--- src/rtl/hilo_div_ctrl_if.sv ---
// Bus between the HI/LO sequencer and the iterative divider.
// The sequencer drives the master side and the divider drives the slave side.
interface hilo_div_ctrl_if;
  logic [31:0] DivA;
  logic [31:0] DivB;
  logic        DivCtrl;
  logic        DivRst;
  logic        DivDoneIn;
  logic        Div0In;
  logic [31:0] QuotIn;
  logic [31:0] RemIn;

  modport master (
    output DivA, DivB, DivCtrl, DivRst,
    input  DivDoneIn, Div0In, QuotIn, RemIn
  );

  modport slave (
    input  DivA, DivB, DivCtrl, DivRst,
    output DivDoneIn, Div0In, QuotIn, RemIn
  );
endinterface

--- src/rtl/hilo_div_ctrl.sv ---
// HI/LO sequencer: latches div operands, starts the divider, and commits the
// remainder/quotient to HI/LO. It also serves mthi/mtlo writes while idle.
module hilo_div_ctrl #(
  parameter int unsigned TIMEOUT_CYCLES = 32'd0
) (
  input  logic                  Clock,
  input  logic                  Reset,
  input  logic                  Start,
  input  logic [31:0]           FromA,
  input  logic [31:0]           FromB,
  input  logic                  WrHI,
  input  logic                  WrLO,
  input  logic [31:0]           WrData,
  hilo_div_ctrl_if.master       div,
  output logic [31:0]           HIOut,
  output logic [31:0]           LOOut,
  output logic                  Busy,
  output logic                  Done,
  output logic                  DivZeroExc,
  output logic                  DivTimeout
);

  typedef enum logic [1:0] {
    S_IDLE  = 2'd0,
    S_ISSUE = 2'd1,
    S_WAIT  = 2'd2,
    S_ABORT = 2'd3
  } state_t;

  localparam logic [31:0] TIMEOUT_LAST = 32'(TIMEOUT_CYCLES - 32'd1);

  state_t      state_r;
  logic [31:0] cnt_r;
  logic [31:0] hi_r;
  logic [31:0] lo_r;
  logic [31:0] div_a_r;
  logic [31:0] div_b_r;
  logic        div_ctrl_r;
  logic        div_rst_r;
  logic        busy_r;
  logic        done_r;
  logic        zero_exc_r;
  logic        timeout_r;

  // Sequencer FSM; every output is a register updated together with the state.
  always_ff @(posedge Clock or negedge Reset) begin
    if (!Reset) begin
      state_r    <= S_IDLE;
      cnt_r      <= 32'd0;
      hi_r       <= 32'd0;
      lo_r       <= 32'd0;
      div_a_r    <= 32'd0;
      div_b_r    <= 32'd0;
      div_ctrl_r <= 1'b0;
      div_rst_r  <= 1'b0;
      busy_r     <= 1'b0;
      done_r     <= 1'b0;
      zero_exc_r <= 1'b0;
      timeout_r  <= 1'b0;
    end else begin
      div_ctrl_r <= 1'b0;
      div_rst_r  <= 1'b0;
      done_r     <= 1'b0;
      zero_exc_r <= 1'b0;
      timeout_r  <= 1'b0;
      case (state_r)
        S_IDLE: begin
          if (WrHI) hi_r <= WrData;
          if (WrLO) lo_r <= WrData;
          // A zero divisor is trapped here so the divider never sees it.
          if (Start && (FromB != 32'd0)) begin
            div_a_r    <= FromA;
            div_b_r    <= FromB;
            cnt_r      <= 32'd0;
            div_ctrl_r <= 1'b1;
            busy_r     <= 1'b1;
            state_r    <= S_ISSUE;
          end else if (Start) begin
            zero_exc_r <= 1'b1;
          end
        end
        S_ISSUE: begin
          state_r <= S_WAIT;
        end
        S_WAIT: begin
          if (div.Div0In) begin
            zero_exc_r <= 1'b1;
            div_rst_r  <= 1'b1;
            state_r    <= S_ABORT;
          end else if (div.DivDoneIn) begin
            hi_r    <= div.RemIn;
            lo_r    <= div.QuotIn;
            done_r  <= 1'b1;
            busy_r  <= 1'b0;
            state_r <= S_IDLE;
          end else if ((TIMEOUT_CYCLES != 32'd0) && (cnt_r == TIMEOUT_LAST)) begin
            timeout_r <= 1'b1;
            div_rst_r <= 1'b1;
            state_r   <= S_ABORT;
          end else begin
            cnt_r <= cnt_r + 32'd1;
          end
        end
        S_ABORT: begin
          busy_r  <= 1'b0;
          state_r <= S_IDLE;
        end
        default: begin
          busy_r  <= 1'b0;
          state_r <= S_IDLE;
        end
      endcase
    end
  end

  assign div.DivA    = div_a_r;
  assign div.DivB    = div_b_r;
  assign div.DivCtrl = div_ctrl_r;
  assign div.DivRst  = div_rst_r;
  assign HIOut       = hi_r;
  assign LOOut       = lo_r;
  assign Busy        = busy_r;
  assign Done        = done_r;
  assign DivZeroExc  = zero_exc_r;
  assign DivTimeout  = timeout_r;

endmodule
--- src/flat_wrapper.sv ---
// flat-port wrapper written by rule: the top's interface ports become plain ports
module hilo_div_ctrl_flat 
#(
  parameter int unsigned TIMEOUT_CYCLES = 32'd0
)
  (Clock, Reset, Start, FromA, FromB, WrHI, WrLO, WrData, HIOut, LOOut, Busy, Done, DivZeroExc, DivTimeout, div_DivA, div_DivB, div_DivCtrl, div_DivRst, div_DivDoneIn, div_Div0In, div_QuotIn, div_RemIn);
  hilo_div_ctrl_if div_i ();
  input  logic Clock;
  input  logic Reset;
  input  logic Start;
  input  logic [31:0] FromA;
  input  logic [31:0] FromB;
  input  logic WrHI;
  input  logic WrLO;
  input  logic [31:0] WrData;
  output logic [31:0] HIOut;
  output logic [31:0] LOOut;
  output logic Busy;
  output logic Done;
  output logic DivZeroExc;
  output logic DivTimeout;
  output wire logic [$bits(div_i.DivA)-1:0] div_DivA;
  output wire logic [$bits(div_i.DivB)-1:0] div_DivB;
  output wire logic [$bits(div_i.DivCtrl)-1:0] div_DivCtrl;
  output wire logic [$bits(div_i.DivRst)-1:0] div_DivRst;
  input wire logic [$bits(div_i.DivDoneIn)-1:0] div_DivDoneIn;
  input wire logic [$bits(div_i.Div0In)-1:0] div_Div0In;
  input wire logic [$bits(div_i.QuotIn)-1:0] div_QuotIn;
  input wire logic [$bits(div_i.RemIn)-1:0] div_RemIn;
  assign div_DivA = div_i.DivA;
  assign div_DivB = div_i.DivB;
  assign div_DivCtrl = div_i.DivCtrl;
  assign div_DivRst = div_i.DivRst;
  assign div_i.DivDoneIn = div_DivDoneIn;
  assign div_i.Div0In = div_Div0In;
  assign div_i.QuotIn = div_QuotIn;
  assign div_i.RemIn = div_RemIn;
  hilo_div_ctrl #(.TIMEOUT_CYCLES(TIMEOUT_CYCLES)) u_core (.Clock(Clock), .Reset(Reset), .Start(Start), .FromA(FromA), .FromB(FromB), .WrHI(WrHI), .WrLO(WrLO), .WrData(WrData), .div(div_i), .HIOut(HIOut), .LOOut(LOOut), .Busy(Busy), .Done(Done), .DivZeroExc(DivZeroExc), .DivTimeout(DivTimeout));
endmodule
--- config.mk ---
export PLATFORM = sky130hd
export DESIGN_NAME = hilo_div_ctrl_flat
export DESIGN_NICKNAME = d
export VERILOG_FILES = /design/src/rtl/hilo_div_ctrl_if.sv /design/src/rtl/hilo_div_ctrl.sv /design/src/flat_wrapper.sv
export SDC_FILE = /design/constraint.sdc
export NUM_CORES = 1
export LEC_CHECK = 0
export CORE_MARGIN = 2
export CORE_UTILIZATION = 30
export DETAILED_ROUTE_END_ITERATION = 8
export GPL_ROUTABILITY_DRIVEN = 0
export GPL_TIMING_DRIVEN = 0
export PLACE_DENSITY = 0.72
export SLEW_MARGIN = 40
export SYNTH_ARGS = -nofsm -noshare
export SYNTH_HDL_FRONTEND = slang
export SYNTH_SLANG_ARGS = --single-unit
--- constraint.sdc ---
create_clock -name Clock -period 3.2 [get_ports Clock]
set_input_delay 0.96 -clock Clock [delete_from_list [all_inputs] [get_ports Clock]]
set_output_delay 0.96 -clock Clock [all_outputs]
set_load 0.01 [all_outputs]
==> impl_metrics.tcl, run 1 <==
set metrics [dict create \
    startpoint_type "input port" \
    crit_family "buffers and inverters" \
    worstMarginPinSlew_ns 0.6631 \
    synth_top_area_share_pct 61.16 \
    yosysMostFrequentCell "dfrtp_1" \
    rsz0062_at_grt "no" \
    fin_crit_ns 2.926 \
    path_cells "clkdlybuf4s50_1 -> nor4_1 -> nand4_1 -> o21ai_1 -> buf_4 -> buf_6 -> mux2_1" \
    clockRootBuffer "clkbuf_16" \
    overflow 0 \
    synth_nets 653 \
    synthTopCellsByCount "dfrtp_1 (135), a21oi_1 (129), nor2_1 (65), mux2_2 (37), and2_1 (34)" \
    yosys_most_used_dff "dfrtp_1" \
    start_util_pct 30.65 \
    num-fill-cells 1641 \
    hold_viol 0 \
    worstPathRequired_ns 3.49 \
    critPathCaptureType "flip-flop" \
    die_y_um 139.7 \
    wl_per_cell_um 17.49 \
    grtUsageTotal_pct 19.12 \
    status "complete, no violations" \
    ff2ff_path_depth 6 \
    hpwl_mm 13.97 \
    die_x_um 139.7 \
    synth_edf_count 0 \
    crit_type "in -> reg" \
    place_ws_ns -0.1449 \
    cts_setup_buffers 0 \
    final-setup-viol-count 0 \
    clock-sinks 135 \
    tns_ns 0 \
    firstDrtPassIters 4 \
    power.leakage_uw 0.003810 \
    max_freq_mhz 341.7 \
    port_buffers 299 \
    area_growth_pct 70.71 \
    yosysUniqueCellTypes 24 \
    yosysTopAreaCell "dfrtp_1" \
    r2r_slack_ns 1.11 \
    grt_first_pass_wirelength_mm 28.83 \
    clkTransAtPathRegs_ns 0.06 \
    first_global_vias 5144 \
    cap_violations 0 \
    drv_slew 0 \
    reg2reg_from "u_core.state_r[0]$_DFFE_PN0P_" \
    arrival_ns 3.22 \
    drt-initial-drc-count 203 \
    seq_area_frac_synth_pct 61.16 \
    peakVddDrop_v 0.0004861 \
    ant_nets 0 \
    ios 301 \
    htreeDepth 4 \
    synth_area_mm2 0.005524 \
    routed_via_density 4.636 \
    vias 4854 \
    r2r_end "u_core.HIOut[0]$_DFFE_PN0P_" \
    drc 0 \
    syn_inst 486 \
    cts_tree "yes" \
    slew_headroom_pct 55.79 \
    clock_skew_ns 0.006212 \
    crit_slowest_cell "nor4_1" \
    pwr_density_cell_mw_per_mm2 1003 \
    grt_max_degree 72 \
    yosysWarnings 0 \
    ys_top_cells_by_area "dfrtp_1 (61%), a21oi_1 (12%), mux2_2 (7.5%)" \
    critPathMaxFanout 10 \
    rows 49 \
    wl_mm 18.31 \
    core_area_mm2 0.01802 \
    avgSynthCellArea_um2 11.37 \
    antenna_found_initial 0 \
    crit_buf_inv 3 \
    post_cts_resized 0 \
    cts_inserted_buffers 17 \
    hp-class "in -> async" \
    setup_slack_ns 0.2737 \
    holdBufCountCts 0 \
    finalNetCount 972 \
    die-area_mm2 0.01951 \
    setup.worst_path.start "FromB[24]" \
    ys_seq_elements 135 \
    n_antenna_cell 0 \
    final.period_utilization_pct 91.45 \
    slowest_delay_ns 0.44 \
    layout-drive-gt1-share_pct 10.27 \
    async_reset_ff_share_pct 100.0 \
    cts.path.max_buffers 2 \
    clk_latency_ns 0.42 \
]
-- layout make-up --
cell class	count	area (um^2)	share of cell area (%)
Multi-Input combinational cell	319	1991	21.11
Inverter	1	3.754	0.03980
Buffer	31	155.1	1.645
Sequential cell	135	3378	35.82
Tap cell	229	286.5	3.038
Clock buffer	19	442.9	4.697
Timing Repair Buffer	300	3025	32.08
Clock inverter	13	147.6	1.566
-- registers in the layout, indices dropped and copies added (netlist names) --
register,cells
u_core.HIOut,32
u_core.LOOut,32
u_core.div.DivA,32
u_core.div.DivB,32
u_core.state_r,2
u_core.Busy,1
u_core.DivZeroExc,1
u_core.Done,1
u_core.div.DivCtrl,1
u_core.div.DivRst,1
-- cells by family after synthesis --
logic type / Yosys count / share of synthesized area, %
AO/OA/AOI/OAI: 134 / 12.25
buffers and inverters: 32 / 2.876
multiplexers: 64 / 13.05
other: 1 / 0.06789
AND/OR/NAND/NOR: 120 / 10.60
flip-flops: 135 / 61.16
-- through the flow --
step	area [um^2]	std cells	util [%]	hold slack (ns)	total power [uW]
floorplan	5524	486	-	0.5081	4998
global placement	8803	1014	48.84	0.4628	7505
detailed placement	8840	1015	49.04	0.4780	7602
CTS	9430	1047	52.32	0.4806	9603
global route	9430	1047	52.32	0.4889	10080
finish	9430	1047	52.32	0.4692	9457
-- routing by layer --
| layer | global-route usage (%) | part of all wire (%) | vias to the layer above |
|---|---|---|---|
| met5 | 0 | 0 | - |
| met4 | 8.053 | 2.8 | 0 |
| met3 | 5.196 | 6.3 | 31 |
| met2 | 31.60 | 49 | 183 |
| met1 | 23.63 | 42 | 2321 |
| li1 | - | - | 2319 |
-- placed cells by master (no fill, tap or decap), types with 3 or more instances in the layout --
cell               n
a21oi_1          128
dfrtp_1          135
buf_6              3
mux2_1            27
buf_2              7
buf_1              3
clkinv_4           3
clkbuf_16         17
and2_1            34
clkbuf_1          17
mux2_2            37
inv_6              3
nor2_1            65
nand2b_1           5
nor4_1             8
clkinvlp_4         4
clkdlybuf4s50_1  298
-- where the power goes --
| group | internal [uW] | switching, uW | total [uW] |
|---|---|---|---|
| Sequential | 2570 | 428 | 3000 |
| Combinational | 2430 | 2080 | 4510 |
| Clock | 1180 | 771 | 1950 |
| Total | 6180 | 3280 | 9460 |
-- worst register-to-register path, delay by kind of cell (launching register included) --
kind	cells	cell delay, ns
and+or+nand+nor	1	0.25
DFF	1	0.36
buffers and inverters	3	1.04
AOI/OAI and AO/OA	2	0.37
-- how the worst max path moves through the flow --
stage / end / slack, ns / depth (start not counted)
floorplan: u_core.div.DivB[10]$_DFFE_PN0P_ / 0.86 / 6
global placement: u_core.LOOut[17]$_DFFE_PN0P_ / -4.49 / 1
detailed placement: u_core.div.DivB[4]$_DFFE_PN0P_ / -0.14 / 7
CTS: u_core.div.DivB[4]$_DFFE_PN0P_ / 0.26 / 7
global route: u_core.div.DivB[4]$_DFFE_PN0P_ / 0.1 / 7
finish: u_core.div.DivB[4]$_DFFE_PN0P_ / 0.27 / 7
Note: power is estimated with default switching activity, not from simulation.
==> run 2, diff against run 1 <==
ABC_CLOCK_PERIOD_IN_PS = 3200   (was default)
CELL_PAD_IN_SITES_DETAIL_PLACEMENT = 1   (was default)
CELL_PAD_IN_SITES_GLOBAL_PLACEMENT = 1   (was default)
PLACE_DENSITY = 0.9   (was 0.72)
SETUP_SLACK_MARGIN = 0.3   (was default)
==> impl_metrics.tcl, run 2 (synthesis gave the netlist of run 1 again) <==
set metrics [dict create \
    hold_viol 0 \
    drc 0 \
    netSwitchingFraction_pct 35.42 \
    rsz0062_at_grt "no" \
    setup.worst_path.start "FromB[9]" \
    crit_buf_inv 3 \
    power_frac_clock_pct 20.1 \
    ios 301 \
    core_area_mm2 0.01802 \
    fin_cells 1046 \
    antenna_found_initial 0 \
    htreeDepth 4 \
    r2r_slack_ns 1.21 \
    multiInputGateArea_mm2 0.002027 \
    start_util_pct 30.65 \
    status "complete, no violations" \
    fin_crit_ns 2.799 \
    startpoint_type "input port" \
    clkTransAtPathRegs_ns 0.06 \
    pwr_density_cell_mw_per_mm2 1009 \
    clk_latency_ns 0.40 \
    area_growth_pct 71.12 \
    critPathMaxFanout 10 \
    placed_cell_area_mm2 0.008836 \
    finalInstanceArea_mm2 0.009453 \
    hp-class "in -> async" \
    finalNetCount 972 \
    wirelength_met1_mm 8.335 \
    vias 5069 \
    max_freq_mhz 357.3 \
    wl_mm 20.69 \
    ant_nets 0 \
    grt_max_degree 69 \
    grt_first_pass_wirelength_mm 32.04 \
    num-fill-cells 1938 \
    worstMarginPinSlew_ns 0.6097 \
    crit_family "buffers and inverters" \
    cts.path.max_buffers 2 \
    clock_skew_ns 0.005738 \
    reg2reg_from "u_core.state_r[0]$_DFFE_PN0P_" \
    cap_violations 0 \
    fin_util_pct 52.44 \
    layout-drive-gt1-share_pct 10.89 \
    clock-sinks 135 \
    cts_setup_buffers 0 \
    path_cells "clkdlybuf4s50_1 -> nor4_2 -> nand4_1 -> o21ai_4 -> buf_4 -> buf_6 -> mux2_1" \
    grtUsageTotal_pct 21.25 \
    slew_headroom_pct 59.35 \
    final-setup-viol-count 0 \
    die-area_mm2 0.01951 \
    crit_type "in -> reg" \
    peakVddDrop_v 0.0004060 \
    final_common_cell "clkdlybuf4s50_1" \
    die_x_um 139.7 \
    drt-initial-drc-count 152 \
    firstDrtPassIters 4 \
    overflow 0 \
    hpwl_mm 15.92 \
    arrival_ns 3.08 \
    n_antenna_cell 0 \
    met2_length_mm 10.83 \
    crit_slowest_cell "clkdlybuf4s50_1" \
    regArea_mm2 0.003378 \
    pwr-share-seq_pct 31.7 \
    worstPathRequired_ns 3.48 \
    drv_slew 0 \
    port_buffers 299 \
    cts_tree "yes" \
    pwr-share-comb_pct 48.2 \
    finalPower_uw 9539 \
    netSwitchingPower_uw 3379 \
    placed_cells 1015 \
    routed.top_layer "met4" \
    dr_wl_met3_mm 1.082 \
    wl_per_cell_um 19.78 \
    first_global_vias 5677 \
    power.leakage_uw 0.003811 \
    clockRootBuffer "clkbuf_16" \
    rows 49 \
    critPathCaptureType "flip-flop" \
    p_int_uw 6160 \
    slowest_delay_ns 0.44 \
    cts_inserted_buffers 17 \
    final.period_utilization_pct 87.47 \
    die_y_um 139.7 \
    mostFrequentLayoutCells "clkdlybuf4s50_1 (298), dfrtp_1 (135), a21oi_1 (128)" \
    routed_via_density 4.846 \
]
==> run 2: cell count changes in the layout (fill, tap and decap cells not counted), moves of 2 or more <==
cell | previous run | this run
nor4_2 | 0 | 4
clkbuf_8 | 1 | 4
nor4_1 | 8 | 4
inv_6 | 3 | 1
==> run 2: layout make-up <==
| class | count | share of cell area [%] |
|---|---|---|
| Buffer | 31 | 1.641 |
| Clock buffer | 21 | 5.083 |
| Clock inverter | 10 | 1.019 |
| Inverter | 1 | 0.03971 |
| Multi-Input combinational cell | 319 | 21.44 |
| Sequential cell | 135 | 35.74 |
| Tap cell | 229 | 3.031 |
| Timing Repair Buffer | 300 | 32.01 |
==> run 2: timing repair <==
action	4_1_cts	5_1_grt
pin swaps	0	2
setup endpoints to repair	28	29
hold buffers	0	0
resized for setup	1	5
==> run 2: stage by stage <==
step | hold WS (ns) | setup TNS (ns) | worst slack (ns)
3_3_place_gp | 0.4607 | -602.58 | -4.457
4_1_cts | 0.4930 | 0 | 0.3142
6_report | 0.4887 | 0 | 0.4010
2_1_floorplan | 0.5081 | 0 | 0.8558
5_1_grt | 0.5106 | 0 | 0.2792
3_5_place_dp | 0.4800 | -7.016 | -0.1999
==> run 2: final timing paths <==
kind	cells after the start	to
setup reg to reg	6	u_core.div.DivB[23]$_DFFE_PN0P_
setup / recovery	7	u_core.div.DivB[23]$_DFFE_PN0P_
min in group Clock	1	u_core.div.DivB[25]$_DFFE_PN0P_
hold / removal	1	u_core.div.DivB[9]$_DFFE_PN0P_
hold reg to reg	1	u_core.div.DivB[25]$_DFFE_PN0P_
max in group asynchronous	2	u_core.HIOut[22]$_DFFE_PN0P_
==> run 2: routing by layer <==
metal	GRT usage, %	up-vias
met5	0	-
met4	7.211	0
met3	5.265	30
met2	37.41	181
met1	25.37	2541
li1	-	2317
==> run 2: power groups by stage <==
| stage | Sequential [uW] | Clock [uW] | Combinational (uW) |
|---|---|---|---|
| 2_1_floorplan | 3410 | 0 | 1590 |
| 3_3_place_gp | 2990 | 0 | 4510 |
| 3_5_place_dp | 3050 | 0 | 4640 |
| 4_1_cts | 3030 | 1960 | 4670 |
| 5_1_grt | 3140 | 2030 | 4960 |
| 6_report | 3020 | 1920 | 4600 |
==> edit (settings of run 1) <==
The 4 states of `state_t` get a one-hot encoding in 4 bits.
--- a/src/rtl/hilo_div_ctrl.sv
+++ b/src/rtl/hilo_div_ctrl.sv
@@ -21,9 +21,9 @@
 );
 
-  typedef enum logic [1:0] {
-    S_IDLE  = 2'd0,
-    S_ISSUE = 2'd1,
-    S_WAIT  = 2'd2,
-    S_ABORT = 2'd3
+  typedef enum logic [3:0] {
+    S_IDLE  = 4'b0001,
+    S_ISSUE = 4'b0010,
+    S_WAIT  = 4'b0100,
+    S_ABORT = 4'b1000
   } state_t;
 
Behaviour: same outputs for any inputs over 4 cycles, from zero or initial values and one cycle with Reset low; so few cycles prove little.
==> edit against run 1 <==
  * Total power is 5.8% lower
  * Wire length grew 2.7%
  * Clock skew rose by 0.0036 ns
  * Utilization shrank 0.81 points
  * Maximum frequency down 2.5%
  * Sequential power hardly changed
  * Die area increased by 2.9%
  * Sequential cell count grew 2
  * Worst setup slack worse by 0.074 ns
  * Register-to-register slack worse by 0.20 ns
  * Synthesized area up 3.0%
  * Cell area increased by 1.8%
  * Largest power group unchanged
  * Highest routed layer unchanged
==> edit: results (changes against run 1) <==
- Layout Nets: 984 (was 972)
- # fillers: 1728 (was 1641)
- Avg Inst Size Synth: 11.4 µm² (about the same)
- Clock Skews: 0.00979 ns (was 0.00621 ns)
- Worst Hold Class: reg2reg (was in2async)
- Slew HR: 53.9% (was 55.8%)
- Number of distinct library cells after synthesis: 31 (was 24)
- Vias in the first global route: 5310 (was 5144)
- Synth area leaders: dfrtp_1 60%, mux2_1 13%, a21oi_1 5.8% (was dfrtp_1 61%, a21oi_1 12%, mux2_2 7.5%)
- Synth Net Count: 665 (was 653)
- Vias per cell: 4.69 (was 4.64)
- Root Buffer Master: clkbuf_16 (unchanged)
- GRT Total Usage: 19.1% (about the same)
- Max VDD drop: 364 µV (was 486 µV)
- WL per Instance: 17.7 µm (was 17.5 µm)
- Status: finished, final reports clean (unchanged)
- First-pass GRT wire length: 28800 µm (about the same)
- Post-synthesis sequential area ratio: 60.3% (was 61.2%)
- Share of layout cells above drive strength 1: 7.35% (was 10.3%)
- DP Wirelength: 14300 µm (was 14000 µm)
- Commonest cells in the netlist: 136 x dfrtp_1, 66 x a21oi_1, 65 x nand2_1, 64 x mux2_1, 58 x o21ai_1 (was 135 x dfrtp_1, 129 x a21oi_1, 65 x nor2_1, 37 x mux2_2, 34 x and2_1)
- Post-layout instance count excluding filler cells: 1064 (was 1047)
- Arrival time at the worst endpoint: 3.28 ns (was 3.22 ns)
- First DRT Iteration DRCs: 116 (was 203)
- First drt pass iteration count: 6 (was 4)
- Clk buf depth: 2 (unchanged)
- Post-DP Area: 9020 µm² (was 8840 µm²)
- Lkg Pwr: 0.00405 µW (was 0.00381 µW)
[edit: changes by cell type after synthesis, moves of 37 or more]
| cell | before | now |
|---|---|---|
| nor2_1 | 65 | 3 |
| mux2_2 | 37 | 0 |
| o21ai_1 | 1 | 58 |
| nand2_1 | 2 | 65 |
| mux2_1 | 27 | 64 |
| a21oi_1 | 129 | 66 |
[edit: layout make-up]
| type | instances | area (µm²) | share of cell area, % |
|---|---|---|---|
| multi-input combinational | 326 | 2090 | 21.8 |
| tap | 234 | 293 | 3.05 |
| timing repair buffer | 300 | 3030 | 31.5 |
| buffer | 31 | 170 | 1.77 |
| clock inverter | 13 | 145 | 1.51 |
| clock buffer | 19 | 433 | 4.51 |
| inverter | 4 | 15.0 | 0.156 |
| sequential | 137 | 3430 | 35.7 |
[edit: logic make-up after synthesis]
logic type,Yosys count,synth area share [%]
AO/OA/AOI/OAI,140,13.0
flip-flops,137,60.3
AND/OR/NAND/NOR,121,10.8
multiplexers,64,12.7
buffers and inverters,35,3.25
other,1,0.0659
[edit: worst paths after layout]
path | startpoint | end | slack [ns] | cells past startpoint
setup / recovery | FromB[25] | u_core.div.DivB[30]$_DFFE_PN0P_ | 0.20 | 7
hold / removal | u_core.LOOut[1]$_DFFE_PN0P_ | u_core.LOOut[1]$_DFFE_PN0P_ | 0.48 | 2
setup reg to reg | u_core.state_r[1]$_DFFE_PN0P_ | u_core.HIOut[31]$_DFFE_PN0P_ | 0.91 | 6
hold reg to reg | u_core.LOOut[1]$_DFFE_PN0P_ | u_core.LOOut[1]$_DFFE_PN0P_ | 0.48 | 2
max in group asynchronous | Reset | u_core.state_r[0]$_DFFE_PN1P_ | 1.95 | 2
min in group asynchronous | Reset | u_core.div.DivA[29]$_DFFE_PN0P_ | 0.50 | 1
[edit: stage by stage]
| step | power [µW] | setup slack [ns] |
|---|---|---|
| after detailed placement | 7060 | -0.148 |
| after global routing | 9520 | 0.0758 |
| after CTS | 9040 | 0.267 |
| final | 8900 | 0.199 |
| after global placement | 6960 | -4.36 |
| after floorplan | 4660 | 0.797 |
[edit: critical path, delay by kind of cell]
kind	cells	cell delay (ns)
AO/OA/AOI/OAI	1	0.30
buffers and inverters	3	0.89
multiplexers	1	0.36
AND/OR/NAND/NOR	2	0.76
[edit: power by group]
group	switching [µW]	internal [µW]	total (µW)
clock network	785	1150	1940
logic	1750	2210	3960
registers	426	2580	3000
total	2960	5940	8900
[edit: metal layers]
layer	vias up	wire length [µm]	global-route usage (%)	share of wire, %
met5	-	0	0	0
met3	28	1840	8.23	9.8
met2	234	9010	32.2	48
met1	2365	7580	21.5	40
met4	0	357	6.95	1.9
li1	2368	-	-	-
